## src/rtl/esc_telem_tx.sv

```systemverilog
// ESC telemetry transmitter: latches one sample on request and sends it as a
// 10-byte frame (9 payload bytes + CRC8) over UART 8N1, LSB first.
module esc_telem_tx #(
    parameter int BAUD_DIV = 87
) (
    input  logic        wb_clk_i,
    input  logic        wb_rst_i,
    input  logic        req_i,
    input  logic [7:0]  temp_i,
    input  logic [15:0] volt_i,
    input  logic [15:0] curr_i,
    input  logic [15:0] cons_i,
    input  logic [15:0] erpm_i,
    output logic        busy_o,
    output logic        done_o,
    output logic        tx_o
);

    localparam logic [15:0] BD_LAST = 16'(BAUD_DIV - 1);

    typedef enum logic [2:0] {IDLE, START, DATA, STOP, DONE} state_t;

    state_t      state;
    logic [15:0] baud_cnt;
    logic [2:0]  bit_idx;
    logic [3:0]  byte_idx;
    logic [7:0]  cur_byte;
    logic [63:0] pay;
    logic [7:0]  crc;
    logic        tick;

    // CRC8 poly 0x07, MSB first, one whole byte per call
    function automatic logic [7:0] crc8_byte(input logic [7:0] c_in, input logic [7:0] d);
        logic [7:0] c;
        c = c_in ^ d;
        for (int i = 0; i < 8; i++)
            c = c[7] ? ({c[6:0], 1'b0} ^ 8'h07) : {c[6:0], 1'b0};
        return c;
    endfunction

    assign tick = (baud_cnt == BD_LAST);

    always_ff @(posedge wb_clk_i or posedge wb_rst_i) begin
        if (wb_rst_i) begin
            state    <= IDLE;
            tx_o     <= 1'b1;
            busy_o   <= 1'b0;
            done_o   <= 1'b0;
            crc      <= 8'h00;
            baud_cnt <= '0;
            bit_idx  <= '0;
            byte_idx <= '0;
            cur_byte <= '0;
            pay      <= '0;
        end else begin
            done_o <= 1'b0;
            if (busy_o)
                baud_cnt <= tick ? 16'd0 : baud_cnt + 16'd1;
            case (state)
                IDLE, DONE: begin
                    state <= IDLE;
                    if (req_i) begin
                        // B0 goes straight out; B1..B8 wait in pay, MSB byte first
                        pay      <= {volt_i, curr_i, cons_i, erpm_i};
                        cur_byte <= temp_i;
                        crc      <= crc8_byte(8'h00, temp_i);
                        baud_cnt <= '0;
                        bit_idx  <= '0;
                        byte_idx <= '0;
                        tx_o     <= 1'b0;
                        busy_o   <= 1'b1;
                        state    <= START;
                    end
                end
                START: begin
                    if (tick) begin
                        tx_o    <= cur_byte[0];
                        bit_idx <= '0;
                        state   <= DATA;
                    end
                end
                DATA: begin
                    if (tick) begin
                        if (bit_idx == 3'd7) begin
                            tx_o  <= 1'b1;
                            state <= STOP;
                        end else begin
                            tx_o    <= cur_byte[bit_idx + 3'd1];
                            bit_idx <= bit_idx + 3'd1;
                        end
                    end
                end
                STOP: begin
                    if (tick) begin
                        if (byte_idx == 4'd9) begin
                            done_o <= 1'b1;
                            busy_o <= 1'b0;
                            tx_o   <= 1'b1;
                            state  <= DONE;
                        end else begin
                            // next byte's CRC is folded in as it starts, so B9 is ready in time
                            if (byte_idx == 4'd8) begin
                                cur_byte <= crc;
                            end else begin
                                cur_byte <= pay[63:56];
                                pay      <= {pay[55:0], 8'h00};
                                crc      <= crc8_byte(crc, pay[63:56]);
                            end
                            byte_idx <= byte_idx + 4'd1;
                            tx_o     <= 1'b0;
                            state    <= START;
                        end
                    end
                end
                default: state <= IDLE;
            endcase
        end
    end

endmodule

```

## config.mk

```make
export PLATFORM = sky130hd
export DESIGN_NAME = esc_telem_tx
export DESIGN_NICKNAME = d
export VERILOG_FILES = /design/src/rtl/esc_telem_tx.sv
export SDC_FILE = /design/constraint.sdc
export NUM_CORES = 1
export LEC_CHECK = 0
export ABC_CLOCK_PERIOD_IN_PS = 5500
export BUFFER_PORTS_ARGS = -buffer_cell sky130_fd_sc_hd__buf_4
export CAP_MARGIN = 0
export CORE_MARGIN = 10
export CORE_UTILIZATION = 45
export CTS_BUF_LIST = sky130_fd_sc_hd__clkbuf_4 sky130_fd_sc_hd__clkbuf_8
export CTS_CLUSTER_DIAMETER = 50
export DETAILED_ROUTE_END_ITERATION = 8
export PLACE_DENSITY = 0.75
export SLEW_MARGIN = 5
export SYNTH_ARGS = -nofsm -noshare
export SYNTH_HDL_FRONTEND = slang
export SYNTH_SLANG_ARGS = --single-unit
```

## constraint.sdc

```tcl
create_clock -name wb_clk_i -period 5.5 [get_ports wb_clk_i]
set_clock_uncertainty 0.05 [all_clocks]
set_input_delay 1.375 -clock wb_clk_i [delete_from_list [all_inputs] [get_ports wb_clk_i]]
set_output_delay 1.375 -clock wb_clk_i [all_outputs]
set_load 0.01 [all_outputs]
```

==> results of run 1 <==
[cells in the final DEF (no fill, tap or decap), types with 3 or more instances in the layout]
cell	instances
a31oi_1	57
buf_4	80
xnor2_1	33
nor2_1	96
a21oi_1	19
nand4_1	7
nand3b_1	3
nand3_1	10
nor3_1	5
mux2i_1	9
ha_1	7
xor2_1	19
dfrtp_1	108
clkbuf_8	10
o211ai_1	7
o21ai_0	17
inv_1	8
o22ai_1	3
nand2_1	162
[metrics by stage]
step                hold slack (ps)  cell area (um^2)  utilization  setup slack (ps)
floorplan                       404              5610            -              1200
global placement                420              6250        0.516              2540
detailed placement              424              6250        0.516              2440
CTS                             447              6470        0.535              2730
global route                    488              6470        0.535              2490
finish                          439              6470        0.535              2730
[state kept, by name, summed over array words and instances (netlist names)]
register,flops
cur_byte,8
baud_cnt,16
crc,8
busy_o,1
tx_o,1
bit_idx,3
state,3
pay,64
byte_idx,4
done_o,1
[layout make-up]
cell class              instances  area [um^2]  area share
multi-input cells             486         2650       0.409
inverters                       9         36.3     0.00560
well taps                     168          210      0.0325
clock inverters                 5         83.8      0.0129
clock buffers                  11          145      0.0224
flip-flops and latches        109         2730       0.421
repair buffers                 81          621      0.0958
[how the worst max path moves through the flow]
stage,to,slack [ps],cells past startpoint
finish,crc[3]$_DFFE_PP0P_,2730,7
global route,cur_byte[6]$_DFFE_PP0P_,2490,7
CTS,crc[3]$_DFFE_PP0P_,2730,7
detailed placement,baud_cnt[1]$_DFF_PP0_,2440,4
global placement,baud_cnt[1]$_DFF_PP0_,2540,4
floorplan,baud_cnt[0]$_DFF_PP0_,1200,1
[layer usage]
metal | routed length (um) | vias to the layer above
li1 | - | 2264
met1 | 5890 | 2242
met2 | 6250 | 109
met3 | 627 | 18
met4 | 224 | 0
met5 | 0 | -
[cell families (layout without fill, tap and decap cells)]
kind of cell	after synthesis	in the layout	synth area share
buf+inv	48	106	0.0426
flops	109	109	0.487
simple gates	305	305	0.231
mux	11	11	0.0221
xor+xnor	52	52	0.0813
compound gates	111	111	0.121
fa+ha+maj	7	7	0.0156
[worst max-delay path, stage by stage, from the launching register on]
cell and delay, ps:
dfrtp_1 530, and3b_2 230, buf_4 570, nand3_1 300, o21ai_4 230, buf_12 420, o21ai_0 190, o22ai_1 140
[power groups by stage]
stage | logic (mW) | clock network (mW) | registers [mW]
CTS | 0.700 | 0.559 | 1.18
global placement | 0.668 | 0 | 1.19
global route | 0.787 | 0.595 | 1.22
detailed placement | 0.696 | 0 | 1.20
floorplan | 0.566 | 0 | 1.15
finish | 0.694 | 0.547 | 1.19
==> flow_metrics.tcl, run 1 <==
set metrics [dict create \
    min_period_ps 2770 \
    totalPowerFinal_mw 2.43 \
    worst-path-max-fanout 127 \
    met3_usage 0.0385 \
    required_ps 5750 \
    ys_warn_count 0 \
    die_h_um 132 \
    grtUsageMet2 0.244 \
    pwr-share-clk 0.225 \
    p_sw_frac 0.324 \
    status "complete, no violations" \
    async_flop_share 1.00 \
    area_growth_pct 15.5 \
    postCtsSetupRepairBufs 0 \
    slew_headroom 0.418 \
    cts_buffers 9 \
    finalMaxSlewViolations 0 \
    drt_wl_total_um 13000 \
    synth_area_um2 5610 \
    diodes 0 \
    critPathCaptureType "register" \
    globalplace.congestion 0.833 \
    vias 4633 \
    netlist_top_cells_count "162 x nand2_1, 108 x dfrtp_1, 96 x nor2_1" \
    clock-sinks 109 \
    drtAntennaViolNets 0 \
    maxCapViolations 0 \
    hpwl_um 9260 \
    fin_cells 869 \
    cts_root_buffer "clkbuf_8" \
    drc 0 \
    htreeDepth 3 \
    grt-busiest-layer "met2" \
    clk_pin_slew_worst_paths_ps 100 \
    ys_seq_elements 109 \
    hold_buffers 0 \
    synthFlopType "dfrtp_1" \
    syn_area_per_cell_um2 8.72 \
    peakVddDrop_mv 0.284 \
    avgRoutedWirePerCell_um 14.9 \
    pwr-share-comb 0.286 \
    critPathLaunch "state[0]$_DFFE_PP0P_" \
    core-area_um2 12100 \
    p_sw_uw 786 \
    hold_path_depth 2 \
    cts_resized 0 \
    grt_max_degree 128 \
    syn_inst 643 \
    dp.cells 853 \
    ys_top_cells_by_area "dfrtp_1 48%, nand2_1 11%, nor2_1 6.4%" \
    synth_top_area_share 0.482 \
    min-delay-start "bit_idx[1]$_DFFE_PP0P_" \
    worstSetupStartpointType "register" \
    portBuffers 77 \
    r2r-start "state[0]$_DFFE_PP0P_" \
    finalSetupTns_ps 0 \
    seq_area_frac_synth 0.487 \
    tightest_slew_ps 872 \
    min_to "bit_idx[1]$_DFFE_PP0P_" \
    hold_class "reg2reg" \
    setup_viol 0 \
    pwr-share-seq 0.489 \
    dr.first_iter.drc_count 316 \
    critPathArrivalTime_ps 3020 \
    hold_viol_final 0 \
    syn_nets 725 \
    p_leak_nw 2.84 \
    gr-usage-met1 0.193 \
    final_layout_size_suffix_gt1_frac 0.163 \
    nets 778 \
    grt_pass1_wl_um 22300 \
    drtPass1Iterations 5 \
    grt_use_total 0.151 \
    vias_per_cell 5.33 \
    start_util 0.463 \
    fill_cells 1159 \
    die_area_um2 17300 \
    io_pins 78 \
    grt_pass1_vias 4697 \
    die_width_um 132 \
    r2r_setup_slack_ps 2730 \
    r2r_end "crc[3]$_DFFE_PP0P_" \
    internal_power_mw 1.64 \
    synth_area_leader_cell "dfrtp_1" \
    critical_path_class "reg2reg" \
    synth_edf_count 0 \
    grt_setup_unrepaired "false" \
    ff2ff_path_depth 7 \
    ys_types 49 \
    fin_crit_sh 0.503 \
    yosysMostFrequentCell "nand2_1" \
    rows 40 \
    cts_tree "done" \
    clock.fmax_mhz 361 \
    grt-ovfl-total 0 \
    antenna_found_initial 0 \
    p_per_area_nw_per_um2 375 \
    clockBufferDepth 2 \
    insertion_delay_ps 380 \
]
No activity file was read; power rests on OpenSTA's default activity.
==> run 2, diff against run 1 <==
--- a/config.mk
+++ b/config.mk
@@ -5,7 +5,7 @@
 export SDC_FILE = /design/constraint.sdc
 export NUM_CORES = 1
 export LEC_CHECK = 0
-export ABC_CLOCK_PERIOD_IN_PS = 5500
+export ABC_CLOCK_PERIOD_IN_PS = 2300
 export BUFFER_PORTS_ARGS = -buffer_cell sky130_fd_sc_hd__buf_4
 export CAP_MARGIN = 0
 export CORE_MARGIN = 10
@@ -13,7 +13,7 @@
 export CTS_BUF_LIST = sky130_fd_sc_hd__clkbuf_4 sky130_fd_sc_hd__clkbuf_8
 export CTS_CLUSTER_DIAMETER = 50
 export DETAILED_ROUTE_END_ITERATION = 8
-export PLACE_DENSITY = 0.75
+export PLACE_DENSITY = 0.78
 export SLEW_MARGIN = 5
 export SYNTH_ARGS = -nofsm -noshare
 export SYNTH_HDL_FRONTEND = slang
==> constraint.sdc (replaced) <==
create_clock -name wb_clk_i -period 2.3 [get_ports wb_clk_i]
set_clock_uncertainty 0.05 [all_clocks]
set_input_delay 0.575 -clock wb_clk_i [delete_from_list [all_inputs] [get_ports wb_clk_i]]
set_output_delay 0.575 -clock wb_clk_i [all_outputs]
set_load 0.01 [all_outputs]
==> run 2 against run 1 <==
- utilization increased by 1.3 points
- global-route usage about the same
- flip-flop and latch count unchanged
- highest routed layer unchanged
==> flow_metrics.tcl, run 2 (same netlist as run 1, synthesis figures left out) <==
set metrics [dict create \
    globalplace.congestion 0.847 \
    top_layer_used "met4" \
    final_layout_size_suffix_gt1_frac 0.184 \
    top_register "pay" \
    vias 4678 \
    r2r_setup_slack_ps 90 \
    grt_setup_unrepaired "false" \
    p_per_area_nw_per_um2 887 \
    drt_wl_total_um 13300 \
    clk_pin_slew_worst_paths_ps 100 \
    slew_headroom 0.518 \
    peakVddDrop_mv 0.546 \
    insertion_delay_ps 390 \
    die_width_um 132 \
    required_ps 2530 \
    min_period_ps 2210 \
    largest_reg_flops 64 \
    worstSetupStartpointType "register" \
    htreeDepth 3 \
    ff2ff_path_depth 5 \
    grt_pass1_wl_um 22200 \
    drc 0 \
    r2r_end "busy_o$_DFFE_PP0P_" \
    rows 40 \
    p_leak_nw 2.93 \
    finalMaxSlewViolations 0 \
    grt-ovfl-total 0 \
    wl_met3_um 584 \
    cts_tree "done" \
    die_h_um 132 \
    stdcell_area_um2 6630 \
    dr.first_iter.drc_count 409 \
    status "complete, no violations" \
    critPathArrivalTime_ps 2440 \
    placed_cell_area_um2 6380 \
    clock.fmax_mhz 453 \
    cts_root_buffer "clkbuf_8" \
    critical_path_class "reg2reg" \
    portBuffers 77 \
    diodes 0 \
    hold_viol_final 0 \
    avgRoutedWirePerCell_um 15.1 \
    worst-path-max-fanout 2 \
    reg_top3 "pay x64, baud_cnt x16" \
    antenna_found_initial 0 \
    finalSetupTns_ps 0 \
    r2r-start "baud_cnt[10]$_DFF_PP0_" \
    vias_per_cell 5.29 \
    hpwl_um 9370 \
    grt_use_total 0.152 \
    core-area_um2 12100 \
    grt_pass1_vias 4638 \
    layout_commonest_cell "nand2_1" \
    wl_met1_um 5940 \
    cts_buffers 9 \
    clockBufferDepth 2 \
    setup_viol 0 \
    start_util 0.463 \
    area_growth_pct 18.3 \
    critPathCaptureType "register" \
    maxCapViolations 0 \
    fill_cells 1114 \
    fin_crit_sh 0.960 \
    drtPass1Iterations 5 \
    final_cell_mix "162 x nand2_1, 108 x dfrtp_1, 96 x nor2_1" \
    tightest_slew_ps 723 \
    clock-sinks 109 \
    grt_max_degree 110 \
    drtAntennaViolNets 0 \
    wl_met2_um 6650 \
    io_pins 78 \
    hold_class "in2async" \
    die_area_um2 17300 \
    nets 794 \
]
## run 2: cell count changes in the layout (fill, tap and decap cells not counted), sizes merged
cell / change
buf: +16
clkbuf: -1
clkinv: +1
## run 2: critical path, stage by stage, from the launching register on
cell     delay [ps]
dfrtp_1         400
or4_4           540
or4_4           540
or3_4           360
a21oi_4         160
nor2_2           50
## run 2: how the worst max path moves through the flow
| stage | from | endpoint | slack (ps) | cells past startpoint |
|---|---|---|---|---|
| 5_1_grt | baud_cnt[0]$_DFF_PP0_ | bit_idx[0]$_DFFE_PP0P_ | 30 | 8 |
| 4_1_cts | baud_cnt[10]$_DFF_PP0_ | busy_o$_DFFE_PP0P_ | 80 | 5 |
| 3_5_place_dp | baud_cnt[0]$_DFF_PP0_ | busy_o$_DFFE_PP0P_ | 7 | 7 |
| 6_report | baud_cnt[10]$_DFF_PP0_ | busy_o$_DFFE_PP0P_ | 90 | 5 |
| 2_1_floorplan | baud_cnt[0]$_DFF_PP0_ | busy_o$_DFFE_PP0P_ | 9 | 7 |
| 3_3_place_gp | baud_cnt[0]$_DFF_PP0_ | busy_o$_DFFE_PP0P_ | 50 | 7 |
## run 2: repair_timing
action	CTS	global route
pin swaps	0	1
setup buffers	0	1
hold buffers	0	0
resized for setup	3	0
setup endpoints to repair	3	13
## run 2: final cells by class
| type | count | area (um^2) | area share |
|---|---|---|---|
| Multi-Input combinational cell | 486 | 2660 | 0.401 |
| Timing Repair Buffer | 97 | 766 | 0.115 |
| Tap cell | 168 | 210 | 0.0317 |
| Inverter | 9 | 37.5 | 0.00566 |
| Clock inverter | 6 | 96.3 | 0.0145 |
| Clock buffer | 10 | 131 | 0.0198 |
| Sequential cell | 109 | 2730 | 0.411 |
## run 2: report_power, final
part           leakage (nW)  internal [mW]  total (mW)  switching [mW]
registers              1.27           2.44        2.80           0.361
clock network         0.112          0.637        1.31           0.677
logic                  1.55          0.876        1.77           0.890
total                  2.93           3.95        5.88            1.93
## run 2: routing by layer
layer	GRT usage	vias up
met3	0.0354	12
met5	0	-
met2	0.248	134
met1	0.192	2238
met4	0.0525	0
li1	-	2294
## run 2: stage by stage
stage                      util  instances  hold slack, ps  setup WS [ps]  total power, mW
after global placement    0.527        868             417           48.4             4.49
after CTS                 0.547        884             315           79.3             5.92
after detailed placement  0.527        868             427           6.54             4.59
after floorplan               -        643             404           8.97             4.10
after global routing      0.548        885             323           30.1             6.30
final                     0.548        885             275           92.8             5.88
==> run 3, diff against run 2 <==
--- a/config.mk
+++ b/config.mk
@@ -5,6 +5,7 @@
 export SDC_FILE = /design/constraint.sdc
 export NUM_CORES = 1
 export LEC_CHECK = 0
+export ABC_AREA = 0
 export ABC_CLOCK_PERIOD_IN_PS = 2300
 export BUFFER_PORTS_ARGS = -buffer_cell sky130_fd_sc_hd__buf_4
 export CAP_MARGIN = 0
==> constraint.sdc (replaced) <==
create_clock -name wb_clk_i -period 2.3 [get_ports wb_clk_i]
set_clock_uncertainty 0.05 [all_clocks]
set_input_delay 0.46 -clock wb_clk_i [delete_from_list [all_inputs] [get_ports wb_clk_i]]
set_output_delay 0.46 -clock wb_clk_i [all_outputs]
set_load 0.01 [all_outputs]
==> run 3 against run 2 <==
- combinational power about the same
- die area is the same
- flip-flop and latch count is the same
- utilization fell by 0.17 points
- global-route usage is 0.48 points lower
- worst setup slack lost 10 ps
- via count up 0.41%
- sequential share of layout area rose by 0.12 points
- first-iteration DRC count is 4.6% higher
- largest power group unchanged
==> flow_metrics.tcl, run 3 (same netlist as run 1, synthesis figures left out) <==
set metrics [dict create \
    die_width_um 132 \
    clock.fmax_mhz 451 \
    drc 0 \
    top_register "pay" \
    cp_top_family "simple AND/OR/NAND/NOR gates" \
    tightest_slew_ps 697 \
    cts_buffers 9 \
    area_growth_pct 18.0 \
    pwr-share-clk 0.218 \
    portBuffers 77 \
    pwr-share-comb 0.301 \
    totalPowerFinal_mw 5.81 \
    maxCapViolations 0 \
    dp.cells 868 \
    p_leak_nw 2.93 \
    drt_wl_total_um 12900 \
    critPathCaptureType "register" \
    rows 40 \
    layout_commonest_cell "nand2_1" \
    internal_power_mw 3.96 \
    diodes 0 \
    die_h_um 132 \
    final_cell_mix "162 x nand2_1, 108 x dfrtp_1, 96 x nor2_1" \
    die_area_um2 17300 \
    finalMaxSlewViolations 0 \
    htreeDepth 3 \
    cts_tree "done" \
    hold_viol_final 0 \
    regArea_um2 2730 \
    slowest_delay_ps 490 \
    grt-ovfl-total 0 \
    pwr-share-seq 0.482 \
    grt_pass1_vias 4642 \
    largest_reg_flops 64 \
    hold_class "in2async" \
    cts_root_buffer "clkbuf_8" \
    dr.first_iter.drc_count 428 \
    clk_pin_slew_worst_paths_ps 90 \
    grt_use_total 0.147 \
    drtPass1Iterations 5 \
    globalplace.congestion 0.850 \
    grt_setup_unrepaired "false" \
    status "complete, no violations" \
    grt_pass1_wl_um 21600 \
    peakVddDrop_mv 0.419 \
    clockBufferDepth 2 \
    final_layout_size_suffix_gt1_frac 0.182 \
    slowest_stage "or4_4" \
    grt_max_degree 110 \
    worstSetupStartpointType "register" \
    critical_path_class "reg2reg" \
    slew_headroom 0.535 \
    vias 4697 \
    reg_top3 "pay x64, baud_cnt x16" \
    critPathArrivalTime_ps 2440 \
    setup_viol 0 \
    min_period_ps 2220 \
    multi_input_area_um2 2660 \
    crit_buf_inv 1 \
    p_sw_frac 0.319 \
    clock-sinks 109 \
    fill_cells 1138 \
    start_util 0.463 \
    drtAntennaViolNets 0 \
    path_cells "inv_1 > ha_1 > or3b_4 > or4_4 > or3_4 > a21oi_4 > nor2_2" \
    hpwl_um 9220 \
    worst-path-max-fanout 2 \
    hold_buffers 0 \
    vias_per_cell 5.31 \
    avgRoutedWirePerCell_um 14.6 \
    p_sw_mw 1.86 \
    antenna_found_initial 0 \
    fin_crit_sh 0.964 \
    p_per_area_nw_per_um2 879 \
    insertion_delay_ps 380 \
    nets 794 \
    io_pins 78 \
    core-area_um2 12100 \
    required_ps 2520 \
    fin_cells 884 \
]
-- run 3: final cells by class --
class	instances	share of cell area
Clock inverter	4	0.0112
Multi-Input combinational cell	486	0.402
Clock buffer	11	0.0210
Timing Repair Buffer	97	0.116
Tap cell	168	0.0318
Sequential cell	109	0.413
Inverter	9	0.00568
-- run 3: tightest hold or removal path, stage by stage --
cell and delay (ps):
buf_4 120, clkinvlp_4 70, buf_12 400
-- run 3: worst paths after layout --
check	start	slack (ps)	cells after the start	to
setup / recovery	baud_cnt[0]$_DFF_PP0_	80	7	busy_o$_DFFE_PP0P_
hold / removal	wb_rst_i	160	3	pay[55]$_DFFE_PP0P_
setup reg to reg	baud_cnt[0]$_DFF_PP0_	80	7	busy_o$_DFFE_PP0P_
hold reg to reg	bit_idx[1]$_DFFE_PP0P_	450	2	bit_idx[1]$_DFFE_PP0P_
max in group asynchronous	wb_rst_i	1570	3	state[1]$_DFFE_PP0P_
min in group wb_clk_i	erpm_i[0]	230	3	pay[0]$_DFFE_PP0P_
-- run 3: power groups by stage --
stage / logic (mW) / clock network [mW] / registers [mW]
global route: 1.97 / 1.39 / 2.86
finish: 1.75 / 1.27 / 2.80
CTS: 1.77 / 1.30 / 2.79
floorplan: 1.35 / 0 / 2.74
detailed placement: 1.74 / 0 / 2.83
global placement: 1.68 / 0 / 2.81
-- run 3: routing by layer --
metal / track usage / up-vias / routed length [um]
li1: - / 2308 / -
met1: 0.181 / 2254 / 5700
met2: 0.241 / 117 / 6270
met3: 0.0373 / 18 / 650
met4: 0.0562 / 0 / 252
met5: 0 / - / 0
-- run 3: what timing repair did --
| action | in CTS | in global routing |
|---|---|---|
| hold endpoints to repair | 0 | 0 |
| resized for setup | 1 | 1 |
| endpoints found under the setup margin | 2 | 1 |
| pin swaps | 0 | 0 |
| setup buffers | 1 | 0 |
| cloned | 0 | 0 |
-- run 3: stage by stage --
stage | util | TNS, ps | hold slack, ps | setup slack, ps | cell area [um^2]
2_1_floorplan | - | 0 | 404 | 8.97 | 5610
3_3_place_gp | 0.527 | 0 | 418 | 47.2 | 6380
3_5_place_dp | 0.527 | -6.39 | 428 | -6.39 | 6380
4_1_cts | 0.546 | 0 | 216 | 76.8 | 6610
5_1_grt | 0.546 | 0 | 218 | 32.3 | 6610
6_report | 0.546 | 0 | 156 | 82.6 | 6610
